===== config.mk =====
export PLATFORM = sky130hd
export DESIGN_NAME = conv_layer_sequencer_flat
export DESIGN_NICKNAME = d
export VERILOG_FILES = /design/src/rtl/conv_layer_sequencer_if.sv /design/src/rtl/conv_layer_sequencer.sv /design/src/flat_wrapper.sv
export SDC_FILE = /design/constraint.sdc
export NUM_CORES = 1
export LEC_CHECK = 0
export CORE_UTILIZATION = 45
export DETAILED_ROUTE_END_ITERATION = 7
export GPL_TIMING_DRIVEN = 0
export PLACE_DENSITY = 0.7
export SYNTH_ARGS = -nofsm -noshare
export SYNTH_HDL_FRONTEND = slang
export SYNTH_SLANG_ARGS = --single-unit

===== constraint.sdc =====
create_clock -name clk -period 5.19 [get_ports clk]
set_clock_uncertainty 0.15 [all_clocks]
set_input_delay 1.2975 -clock clk [delete_from_list [all_inputs] [get_ports clk]]
set_output_delay 1.2975 -clock clk [all_outputs]
set_load 0.01 [all_outputs]

===== src/rtl/conv_layer_sequencer_if.sv =====
// Control/status bundle between the system controller, the conv stage
// wrappers and conv_layer_sequencer.
interface conv_layer_sequencer_if #(
    parameter int NUM_LAYERS = 4,
    parameter int CNT_W      = 32
);
    localparam int IDX_W = $clog2(NUM_LAYERS);

    logic                  start;
    logic                  abort;
    logic [NUM_LAYERS-1:0] layer_bypass;
    logic [NUM_LAYERS-1:0] layer_done;
    logic [NUM_LAYERS-1:0] layer_start;
    logic [NUM_LAYERS-1:0] layer_ena;
    logic [IDX_W-1:0]      cur_layer;
    logic                  busy;
    logic                  done;
    logic                  err;
    logic [CNT_W-1:0]      cycle_count;

    modport master (
        output start, abort, layer_bypass, layer_done,
        input  layer_start, layer_ena, cur_layer,
        input  busy, done, err, cycle_count
    );

    modport slave (
        input  start, abort, layer_bypass, layer_done,
        output layer_start, layer_ena, cur_layer,
        output busy, done, err, cycle_count
    );
endinterface


===== src/rtl/conv_layer_sequencer.sv =====
// Sequences the conv stage chain: start pulse, held enable, wait for done edge.
// Optional per-layer watchdog when LAYER_TIMEOUT_EN is defined.
module conv_layer_sequencer #(
    parameter int NUM_LAYERS     = 4,
    parameter int CNT_W          = 32,
    parameter int TIMEOUT_CYCLES = 1000000
) (
    input logic                   clk,
    input logic                   rst,
    conv_layer_sequencer_if.slave bus
);
    localparam int IDX_W = $clog2(NUM_LAYERS);

    typedef enum logic [2:0] {
        IDLE, ISSUE, RUN, NEXT, FINISH, ERROR
    } state_t;

    state_t                state;
    logic [NUM_LAYERS-1:0] bypass_q;
    logic [NUM_LAYERS-1:0] done_q;
    logic [NUM_LAYERS-1:0] start_q;
    logic [NUM_LAYERS-1:0] ena_q;
    logic [IDX_W-1:0]      cur_q;
    logic                  busy_q;
    logic                  fin_q;
    logic [CNT_W-1:0]      cnt_q;
    logic [IDX_W:0]        first_pick;
    logic [IDX_W:0]        next_pick;
    logic                  run_edge;

    // MSB flags a hit; lowest non-bypassed index at or above 'from'
    function automatic logic [IDX_W:0] pick(
        input logic [NUM_LAYERS-1:0] byp,
        input int                    from
    );
        logic [IDX_W:0] r;
        r = '0;
        for (int i = NUM_LAYERS - 1; i >= 0; i--) begin
            if (i >= from && !byp[i]) r = {1'b1, IDX_W'(i)};
        end
        return r;
    endfunction

    function automatic logic [NUM_LAYERS-1:0] oh(input logic [IDX_W-1:0] i);
        return NUM_LAYERS'(1) << i;
    endfunction

    always_comb begin
        first_pick = pick(bus.layer_bypass, 0);
        next_pick  = pick(bypass_q, int'(cur_q) + 1);
        run_edge   = bus.layer_done[cur_q] & ~done_q[cur_q];
    end

`ifdef LAYER_TIMEOUT_EN
    localparam int WD_W = $clog2(TIMEOUT_CYCLES + 1);
    logic [WD_W-1:0] wd_q;
    logic            err_q;
    logic            wd_hit;

    assign wd_hit  = (wd_q == WD_W'(TIMEOUT_CYCLES - 1));
    assign bus.err = err_q;

    always_ff @(posedge clk or posedge rst) begin
        if (rst) begin
            wd_q  <= '0;
            err_q <= 1'b0;
        end else if (state != IDLE && bus.abort) begin
            wd_q <= wd_q;
        end else begin
            unique case (state)
                IDLE:  if (bus.start) err_q <= 1'b0;
                ISSUE: wd_q <= '0;
                RUN: begin
                    wd_q <= wd_q + 1'b1;
                    if (!run_edge && wd_hit) err_q <= 1'b1;
                end
                default: ;
            endcase
        end
    end
`else
    logic wd_hit;
    assign wd_hit  = 1'b0;
    assign bus.err = 1'b0;
`endif

    always_ff @(posedge clk or posedge rst) begin
        if (rst) begin
            state    <= IDLE;
            bypass_q <= '0;
            done_q   <= '0;
            start_q  <= '0;
            ena_q    <= '0;
            cur_q    <= '0;
            busy_q   <= 1'b0;
            fin_q    <= 1'b0;
            cnt_q    <= '0;
        end else begin
            done_q  <= bus.layer_done;
            start_q <= '0;
            fin_q   <= 1'b0;
            if (state != IDLE && bus.abort) begin
                state  <= IDLE;
                ena_q  <= '0;
                busy_q <= 1'b0;
            end else begin
                if (state != IDLE && cnt_q != '1) cnt_q <= cnt_q + 1'b1;
                unique case (state)
                    IDLE: begin
                        if (bus.start && !bus.abort) begin
                            bypass_q <= bus.layer_bypass;
                            cnt_q    <= '0;
                            busy_q   <= 1'b1;
                            if (first_pick[IDX_W]) begin
                                cur_q   <= first_pick[IDX_W-1:0];
                                start_q <= oh(first_pick[IDX_W-1:0]);
                                ena_q   <= oh(first_pick[IDX_W-1:0]);
                                state   <= ISSUE;
                            end else begin
                                state <= FINISH;
                            end
                        end
                    end
                    ISSUE: state <= RUN;
                    RUN: begin
                        if (run_edge) begin
                            ena_q <= '0;
                            state <= NEXT;
                        end else if (wd_hit) begin
                            ena_q <= '0;
                            state <= ERROR;
                        end
                    end
                    NEXT: begin
                        if (next_pick[IDX_W]) begin
                            cur_q   <= next_pick[IDX_W-1:0];
                            start_q <= oh(next_pick[IDX_W-1:0]);
                            ena_q   <= oh(next_pick[IDX_W-1:0]);
                            state   <= ISSUE;
                        end else begin
                            state <= FINISH;
                        end
                    end
                    FINISH: begin
                        fin_q  <= 1'b1;
                        busy_q <= 1'b0;
                        state  <= IDLE;
                    end
                    ERROR: begin
                        busy_q <= 1'b0;
                        state  <= IDLE;
                    end
                    default: state <= IDLE;
                endcase
            end
        end
    end

    assign bus.layer_start = start_q;
    assign bus.layer_ena   = ena_q;
    assign bus.cur_layer   = cur_q;
    assign bus.busy        = busy_q;
    assign bus.done        = fin_q;
    assign bus.cycle_count = cnt_q;
endmodule


===== src/flat_wrapper.sv =====
// flat-port wrapper written by rule: the top's interface ports become plain ports
module conv_layer_sequencer_flat 
#(
    parameter int NUM_LAYERS     = 4,
    parameter int CNT_W          = 32,
    parameter int TIMEOUT_CYCLES = 1000000
)
  (clk, rst, bus_start, bus_abort, bus_layer_bypass, bus_layer_done, bus_layer_start, bus_layer_ena, bus_cur_layer, bus_busy, bus_done, bus_err, bus_cycle_count);
  conv_layer_sequencer_if #(.NUM_LAYERS(NUM_LAYERS), .CNT_W(CNT_W)) bus_i ();
  input logic clk;
  input logic rst;
  input wire logic [$bits(bus_i.start)-1:0] bus_start;
  input wire logic [$bits(bus_i.abort)-1:0] bus_abort;
  input wire logic [$bits(bus_i.layer_bypass)-1:0] bus_layer_bypass;
  input wire logic [$bits(bus_i.layer_done)-1:0] bus_layer_done;
  output wire logic [$bits(bus_i.layer_start)-1:0] bus_layer_start;
  output wire logic [$bits(bus_i.layer_ena)-1:0] bus_layer_ena;
  output wire logic [$bits(bus_i.cur_layer)-1:0] bus_cur_layer;
  output wire logic [$bits(bus_i.busy)-1:0] bus_busy;
  output wire logic [$bits(bus_i.done)-1:0] bus_done;
  output wire logic [$bits(bus_i.err)-1:0] bus_err;
  output wire logic [$bits(bus_i.cycle_count)-1:0] bus_cycle_count;
  assign bus_i.start = bus_start;
  assign bus_i.abort = bus_abort;
  assign bus_i.layer_bypass = bus_layer_bypass;
  assign bus_i.layer_done = bus_layer_done;
  assign bus_layer_start = bus_i.layer_start;
  assign bus_layer_ena = bus_i.layer_ena;
  assign bus_cur_layer = bus_i.cur_layer;
  assign bus_busy = bus_i.busy;
  assign bus_done = bus_i.done;
  assign bus_err = bus_i.err;
  assign bus_cycle_count = bus_i.cycle_count;
  conv_layer_sequencer #(.NUM_LAYERS(NUM_LAYERS), .CNT_W(CNT_W), .TIMEOUT_CYCLES(TIMEOUT_CYCLES)) u_core (.clk(clk), .rst(rst), .bus(bus_i));
endmodule

# == Word-level counts from Yosys, hierarchy flattened ==
# Index checks and enable logic that the tools add are counted.
# op_classes
addsub,2
n_lt_le_gt_ge,5
n_eq_ne,13
shift,2
n_mux,41
n_bitwise,3
reduce_logical,23
# op_table
op,count
$mux 32,3
$ge 3x32->1 const A,2
$mux 3,13
$mux 4,9
$add 32x1->32 const B,1
$ge 1x32->1 const A,1
$ge 2x32->1 const A,1
$ne 32x32->1 const B,1
$ne 3x1->1 const B,4
$pmux 3 s4,1
$pmux 4 s3,1
$reduce_and 5->1,2
$pmux 4 s2,1
$shl 1x2->4 const A,2
$logic_and 1x1->1,7
$eq 3x2->1 const B,2
$eq 3x3->1 const B,2
$mux 1,6
$mux 2,3
$ne 2x1->1 const B,3
$reduce_bool 3->1,2
$logic_not 1->1,5
$bmux 1 s2,2
$pmux 2 s2,1
other kinds (12),14
# totals
reg_bits,55
output_inout_bits,45

# == Depth between registers and ports, before layout ==
# Gate-level depths: netlist of the first run.
# logic_depth
word_depth,11
mapped_depth,7
depth_no_buf,6

# == Worst setup path after synthesis of the first run ==
# OpenSTA, ideal clock, no wires.
# synth_path
path_type,input to register
from,input port bus_abort
to,"register u_core.cur_q[0], in the netlist u_core.bus.cur_layer[0]"
t_arrival_ps,2421
required_ps,4915
slack_ps,2494
path_stages,5
n_path_buf,0
cell_sequence,nor2b_1 a21oi_1 or2_2 or3b_1 mux2_2
# synth_between
elab_chain_cells,4
elab_cells_between_ends,6
# synth_rtl
element,line_no,source
start: declaration,flat_wrapper.sv:13,input wire logic [$bits(bus_i.abort)-1:0] bus_abort;
$logic_not 1->1,conv_layer_sequencer.sv:110,if (bus.start && !bus.abort) begin
$logic_and 1x1->1,conv_layer_sequencer.sv:110,
$ne 2x1->1 (no line),--,
$reduce_and 5->1 (no line) *,--,
end signal: assignment,conv_layer_sequencer.sv:115,cur_q <= first_pick[IDX_W-1:0];
end signal: assignment,conv_layer_sequencer.sv:136,cur_q <= next_pick[IDX_W-1:0];
end: declaration,conv_layer_sequencer.sv:23,logic [IDX_W-1:0] cur_q;
# Every way passes the cells marked *; elsewhere a longest branch is shown, timed or not.
# A chain may end at the register's enable or synchronous reset.

# == Final worst setup path of the first run ==
# layout_path
from,input port bus_abort
to,"register u_core.cnt_q[4], in the netlist u_core.bus.cycle_count[4]"
# layout_between
elab_chain_cells,4
elab_cells_between_ends,5
# layout_rtl
element,line_no,source
$logic_not 1->1,conv_layer_sequencer.sv:110,
$logic_and 1x1->1,conv_layer_sequencer.sv:110,
$mux 32,conv_layer_sequencer.sv:110,
$mux 32,conv_layer_sequencer.sv:108,unique case (state)
end signal: assignment,conv_layer_sequencer.sv:107,if (state != IDLE && cnt_q != '1) cnt_q <= cnt_q + 1'b1;
end: declaration,conv_layer_sequencer.sv:26,logic [CNT_W-1:0] cnt_q;
# Parallel ways exist; a longest one is shown, timed or not.

==> summary.txt, run 1 <==
Status
  • Status: completed

Power
  • Worst vdd ir: 0.000224 V
  • Power Dens Cells: 295 mW/mm^2
  • Sw Share: 0.321
  • Leakage: roughly 1.5 nW
  • Int Pwr: around 0.00074 W
  • Switching power: between 0.0003 and 0.0004 W
  • Reg power frac: 0.461
  • Combinational Power Share: 0.270
  • Clock power frac: 0.269

Place
  • Hpwl dp: 5.25 mm
  • Dpl cell area: about 0.0036 mm^2
  • GPL Wtd Cong: 0.828
  • PortBufs: 55

Floorplan
  • Core region area: about 0.0063 mm^2
  • Num rows: 29
  • Chip height: approximately 83 um
  • Starting Density: 0.465
  • Die Footprint: between 0.006 and 0.007 mm^2
  • IO Count: 57
  • Die Span X: 82.7 um

Worst hold path
  • Hold path startpoint: u_core.bus.layer_ena[2]
  • Hold path cells: 1
  • HP Class: flip-flop to flip-flop
  • Hold EP: u_core.bus.layer_ena[2]

Cells and area
  • Fin area: about 0.0037 mm^2
  • ANT cells: 0
  • Share of layout cells above drive strength 1: 0.0974
  • Nets: 392
  • Fillers: between 500 and 600
  • Multi-input gate area: around 0.0015 mm^2
  • Layout area overhead: 26.7%
  • Sequential Area: between 0.001 and 0.0015 mm^2

Worst setup path
  • Critical path class: primary input to flip-flop
  • Reg2reg path depth: 6
  • CP max-delay cell: clkdlybuf4s50_1
  • Crit-path max cell delay: 580 ps
  • Reg-to-reg setup timing slack: between 2000 and 3000 ps
  • Worst path cell trace: clkdlybuf4s50_1, clkbuf_1, nor2b_1, nand2_1, clkbuf_1, o211ai_1, o31ai_1
  • CP dominant cell by count: clkbuf_1
  • Type of origin of the critical path: primary input
  • Worst EP arrival: roughly 3400 ps
  • Worst R2R End: u_core.bus.cycle_count[25]
  • CP endpoint kind: flip-flop
  • RR Startpoint: u_core.bus.cycle_count[0]
  • Crit Path Max Fanout: 10
  • CP required: around 5300 ps

Synth
  • Post-synth top area cell: dfrtp_1
  • Avg Cell Area, Syn: approximately 9.3 um^2
  • FF+latch count, synth: 54
  • Dominant cells by area after synthesis: dfrtp_1 46%, a21oi_1 4.6%, nand2_1 4.0%, nand3_1 3.2%, o21ai_0 3.1%
  • Synth Warn #: 0
  • Post-Syn Nets: about 330
  • Post-synthesis cell type count: 56
  • Number of enable flip-flop cells after synthesis: 0
  • Cell area after synthesis: 0.00293 mm^2
  • Share of the synthesized area in the top cell type: 0.461
  • Async SR Flop Fraction: 1.00
  • Cells after synthesis: 316
  • Ys flop type: dfrtp_1
  • Part of the Yosys area used for sequential elements: 0.461

Clocking
  • CTS H-tree lvls: 2
  • Clk root buf: clkbuf_8
  • Postcts setup bufs: 0
  • Clock Tree Buf Depth: 2
  • CTS tree: yes
  • Worst skew pair latency: ~310 ps
  • Hold-fix buffers at CTS: 0
  • Clk pin slew, worst setup/hold paths: roughly 100 ps
  • CTS resizes: 0
  • Clk sinks: 54
  • CTS Buf Count: 5

STA
  • Fmax: 302 MHz
  • Endpoints failing setup: 0
  • Slew Viols, Final: 0
  • Fin Setup TNS: 0 ps
  • RSZ-0062 raised after global routing: false
  • Max transition margin: 0.553
  • Final Hold Fails: 0
  • Worst slew pin tran: 664 ps
  • Fin crit share: 0.639
  • Min cycle time layout: 3320 ps

Routing
  • Drt via density: between 5 and 6
  • # DRC: 0
  • Post-detailed-route count of antenna-violating nets: 0
  • Starting DRC count in detailed routing: roughly 210
  • WL final: ~7 mm
  • Via count: ~2,700
  • TritonRoute pass-1 iters: 4
  • DR WL/cell: between 15 and 20 um

Job
  • Total of max-cap violations: 0

Global routing
  • Grt total ovfl: 0
  • Initial antenna violation count: 0
  • Largest net degree at the start of global routing: 44
  • First-pass GRT wire length: about 11 mm
  • GRT Overall Usage: 0.220
  • Vias in the first global route: around 2,400
-- power groups by stage --
stage	logic (W)	registers, W	clock network (W)
after global placement	0.000288	0.000512	0
after global routing	0.000329	0.000515	0.000313
after CTS	0.000297	0.000506	0.000299
final	0.000296	0.000506	0.000295
after floorplan	0.000165	0.000519	0
after detailed placement	0.000295	0.000514	0
-- cells in the final DEF (no fill, tap or decap), types with 3 or more instances in the layout --
master,instances
dfrtp_1,54
mux2i_1,4
nand2b_1,8
nor4_1,6
o21ai_0,18
inv_1,9
or2_2,3
nor2_1,13
and4_1,4
clkbuf_1,7
nand3_1,19
clkdlybuf4s50_1,55
nor2b_1,6
nand4_1,9
or3_1,11
a21o_1,4
nor3_1,8
or4_1,7
clkbuf_8,5
a21oi_1,27
nand2_1,31
o31ai_1,11
o211ai_1,9
and3_1,4
buf_2,4
-- per-stage QoR --
stage	utilization	total power (W)	hold slack, ps	instances	setup slack, ps
2_1_floorplan	-	0.000684	301	316	2430
3_3_place_gp	0.567	0.000800	314	448	1390
3_5_place_dp	0.570	0.000809	322	449	1570
4_1_cts	0.589	0.00110	346	457	1900
5_1_grt	0.589	0.00116	360	457	1700
6_report	0.589	0.00110	337	457	1870
-- logic make-up after synthesis --
| kind of cell | after synthesis | synth area share |
|---|---|---|
| AND/OR/NAND/NOR | 150 | 0.297 |
| AO/OA/AOI/OAI | 78 | 0.172 |
| flip-flops | 54 | 0.461 |
| buffers and inverters | 25 | 0.0414 |
| multiplexers | 6 | 0.0213 |
| adder cells (fa/ha/maj) | 1 | 0.00427 |
| other | 1 | 0.00128 |
| XOR/XNOR | 1 | 0.00299 |
-- worst max-delay path, delay by kind of cell --
family / cells / cell delay [ps]
and+or+nand+nor: 2 / 450
AOI/OAI and AO/OA: 2 / 240
buffers and inverters: 3 / 1370
-- registers in the layout (all words and copies together), names as in the netlist --
register / flops
u_core.bus.cycle_count: 32
u_core.bus.busy: 1
u_core.bypass_q: 3
u_core.bus.layer_ena: 4
u_core.bus.done: 1
u_core.done_q: 4
u_core.bus.layer_start: 4
u_core.state: 3
u_core.bus.cur_layer: 2
-- metal layers --
metal | share of wire | routed length (um) | GRT usage
met5 | 0 | 0 | 0
met4 | 0.0085 | 61 | 0.0466
met3 | 0.047 | 338 | 0.0418
met2 | 0.46 | 3300 | 0.351
met1 | 0.48 | 3450 | 0.310
-- how the worst max path moves through the flow --
stage / startpoint / end / cells past startpoint
6_report: bus_abort / u_core.bus.cycle_count[4] / 7
5_1_grt: bus_abort / u_core.bus.cycle_count[4] / 7
4_1_cts: bus_abort / u_core.bus.cycle_count[5] / 7
3_5_place_dp: bus_abort / u_core.bus.cycle_count[4] / 7
3_3_place_gp: rst / u_core.bus.cycle_count[29] / 2
2_1_floorplan: rst / u_core.bus.busy / 1
-- final cells by class --
cell class | count | area share
inverter | 10 | 0.0101
buffer | 15 | 0.0226
clock inverter | 3 | 0.0128
multi-input combinational | 237 | 0.393
clock buffer | 5 | 0.0185
timing repair buffer | 56 | 0.154
tap | 77 | 0.0259
sequential | 54 | 0.364
-- synthesized netlist by cell type (2+ instances only) --
| library cell | instances |
|---|---|
| buf_4 | 2 |
| dfrtp_1 | 54 |
| or4_1 | 7 |
| o31ai_1 | 11 |
| nand2_1 | 31 |
| nand2b_1 | 8 |
| nand4b_1 | 2 |
| and3_1 | 4 |
| nand3_1 | 19 |
| nor2b_1 | 6 |
| and4_1 | 4 |
| inv_1 | 10 |
| buf_2 | 4 |
| mux2_2 | 2 |
| mux2i_1 | 4 |
| or3_1 | 11 |
| and4_4 | 2 |
| nor3_1 | 8 |
| or2_2 | 3 |
| a21o_1 | 4 |
| a21oi_1 | 27 |
| buf_6 | 2 |
| o21ai_0 | 18 |
| nand4_1 | 9 |
| nor2_1 | 13 |
| clkbuf_1 | 7 |
| nor4_1 | 6 |
| o211ai_2 | 2 |
| o211ai_1 | 9 |
(Power assumes the default switching activity.)
==> run 2: changes to the inputs <==
clock period = 3.35 ns   (was 5.19 ns; I/O delays follow)
==> results of run 2 <==
The final DEF is identical to that of run 1. Status: completed.
Among the figures that moved: setup slack after placement 1570 ps -> 194 ps; setup slack after layout 1870 ps -> 495 ps; register-to-register setup slack 2780 ps -> 940 ps; total power 0.00110 W -> 0.00170 W; worst IR drop on VDD 0.000224 V -> 0.000347 V
==> run 3: changes to the inputs <==
ABC_CLOCK_PERIOD_IN_PS = 3350   (was default)
SLEW_MARGIN = 20   (was default)
==> run 3 against run 2 <==
Compared with the run above:
- cell area fell by 0.91%
- register-to-register slack barely moved
- sequential share of layout area rose by 0.33 points
- combinational power barely moved
- non-clock buffer count fell by 1
- largest power group unchanged
==> summary.txt, run 3 (synthesis gave the netlist of run 1 again) <==
Status
  • Status: completed

Floorplan
  • Core region area: 0.00631 mm^2 (unchanged)
  • Starting Density: 0.465 (unchanged)
  • Die Span X: 82.7 um (unchanged)
  • Die Footprint: 0.00684 mm^2 (unchanged)
  • Chip height: 82.7 um (unchanged)
  • IO Count: 57 (unchanged)
  • Num rows: 29 (unchanged)

Routing
  • Via count: 2,638 (-1.2%)
  • Post-detailed-route count of antenna-violating nets: 0 (unchanged)
  • TritonRoute pass-1 iters: 4 (unchanged)
  • DR WL/cell: 15.7 um (+0.18%)
  • Drt via density: 5.79 (-1.0%)
  • # DRC: 0 (unchanged)
  • WL final: 7.15 mm (about the same)
  • Starting DRC count in detailed routing: 148 (-31%)

Worst hold path
  • Hold EP: u_core.bus.layer_ena[2]
  • Hold path startpoint: u_core.bus.layer_ena[2]
  • Hold path cells: 1 (unchanged)
  • HP Class: flip-flop to flip-flop

Worst setup path
  • Crit path depth: 7 (unchanged)
  • Crit-path max cell delay: 580 ps (about the same)
  • Worst EP arrival: around 2900 ps
  • CP max-delay cell: clkdlybuf4s50_1
  • Worst path cell trace: clkdlybuf4s50_1, clkbuf_1, nor2b_1, nand2_1, clkbuf_1, o211ai_1, o31ai_1
  • Delay-heaviest family, CP: buffers and inverters
  • Crit Path Max Fanout: 10 (unchanged)
  • Type of origin of the critical path: primary input
  • Worst R2R End: u_core.bus.cycle_count[25]
  • RR Startpoint: u_core.bus.cycle_count[0]
  • Critical path class: primary input to flip-flop
  • Reg-to-reg setup timing slack: 930 ps
  • CP dominant cell by count: clkbuf_1
  • Bufs and invs on worst path: 3 (unchanged)
  • Reg2reg path depth: 6 (unchanged)
  • CP required: between 3000 and 4000 ps
  • CP endpoint kind: flip-flop

STA
  • Fin Setup TNS: 0 ps (unchanged)
  • Worst slew pin tran: 698 ps (+33.9 ps)
  • Fin crit share: 0.839
  • Min cycle time layout: roughly 2800 ps
  • RSZ-0062 raised after global routing: false
  • Max transition margin: 0.531 (-0.0228)
  • Fmax: between 300 and 400 MHz
  • Slew Viols, Final: 0 (unchanged)
  • Endpoints failing setup: 0 (unchanged)
  • Final Hold Fails: 0 (unchanged)

Cells and area
  • ANT cells: 0 (unchanged)
  • Layout area overhead: 25.6%
  • Fillers: 588 (+4.1%)
  • Max reg flops: 32 (unchanged)
  • Most frequent cells in the layout: 55 x clkdlybuf4s50_1, 54 x dfrtp_1, 31 x nand2_1
  • Layout Cells excl Fill: 456 (-0.22%)
  • Nets: 391 (-0.26%)
  • Share of layout cells above drive strength 1: 0.0950 (-0.00238)
  • Most common cell after layout, fill and taps aside: clkdlybuf4s50_1

Clocking
  • CTS H-tree lvls: 2 (unchanged)
  • Postcts setup bufs: 0 (unchanged)
  • Worst skew pair latency: 320 ps (about the same)
  • Clk sinks: 54 (unchanged)
  • CTS resizes: 0 (unchanged)
  • CTS Buf Count: 5 (unchanged)
  • Clock Tree Buf Depth: 2 (unchanged)
  • Clk pin slew, worst setup/hold paths: 100 ps (about the same)
  • Hold-fix buffers at CTS: 0 (unchanged)
  • Clk root buf: clkbuf_8
  • CTS tree: yes

Global routing
  • First-pass GRT wire length: 11.6 mm (+1.4%)
  • Vias in the first global route: 2,364 (+0.30%)
  • GRT Overall Usage: 0.224 (+0.00390)
  • Grt total ovfl: 0 (unchanged)
  • Largest net degree at the start of global routing: 55 (+25%)
  • Initial antenna violation count: 0 (unchanged)

Place
  • Hpwl dp: 5.13 mm (-2.4%)
  • Placed insts: 448 (-0.22%)
  • PortBufs: 55 (unchanged)
  • GPL Wtd Cong: 0.828 (unchanged)

Power
  • Worst vdd ir: ~0.00032 V
  • Power Dens Cells: 445 mW/mm^2
  • Leakage: 1.48 nW (-1.1%)

Job
  • Total of max-cap violations: 0 (unchanged)
run 3: changes by cell type in the layout (fill, tap and decap cells not counted), sizes merged:
cell and change:
buf -1, bufinv -1, clkbuf +1, clkinv +1
inv -1
run 3: worst max-delay path by stage:
stage	startpoint	to	slack, ps
2_1_floorplan	rst	u_core.bus.busy	1050
3_3_place_gp	rst	u_core.bus.cycle_count[29]	10
3_5_place_dp	bus_abort	u_core.bus.cycle_count[4]	190
4_1_cts	bus_abort	u_core.bus.cycle_count[5]	520
5_1_grt	bus_abort	u_core.bus.cycle_count[4]	350
6_report	bus_abort	u_core.bus.cycle_count[5]	540
run 3: power breakdown:
part	switching (W)	total (W)	internal [W]
Sequential	0.0000665	0.000784	0.000718
Combinational	0.000250	0.000457	0.000207
Clock	0.000227	0.000397	0.000171
Total	0.000543	0.00164	0.00110
run 3: layer usage:
metal / wire length [um] / up-vias / global-route usage
met5: 0 / - / 0
met2: 3260 / 62 / 0.343
met3: 366 / 6 / 0.0374
met4: 79 / 0 / 0.0621
li1: - / 1295 / -
met1: 3450 / 1275 / 0.325
run 3: stage by stage:
stage          instance area [um^2]  utilization  setup slack [ps]  total power (W)  hold slack (ps)
2_1_floorplan                  2930            -              1050          0.00106              301
3_3_place_gp                   3580        0.567              10.3          0.00124              314
3_5_place_dp                   3580        0.567               192          0.00125              322
4_1_cts                        3680        0.583               519          0.00165              346
5_1_grt                        3680        0.583               348          0.00174              360
6_report                       3680        0.583               539          0.00164              337
run 3: worst register-to-register path: cells and delay by family (launching register included):
kind | cells | cell delay (ps)
AOI/OAI and AO/OA | 2 | 660
adders and majority gates | 1 | 280
DFF | 1 | 450
and+or+nand+nor | 3 | 800
run 3: cell type report:
class	instances	area [um^2]	share of cell area
Multi-Input combinational cell	237	1460	0.397
Sequential cell	54	1350	0.367
Timing Repair Buffer	55	551	0.150
Tap cell	77	96.3	0.0262
Buffer	15	83.8	0.0228
Clock buffer	6	82.6	0.0224
Inverter	10	40.0	0.0109
Clock inverter	2	17.5	0.00476
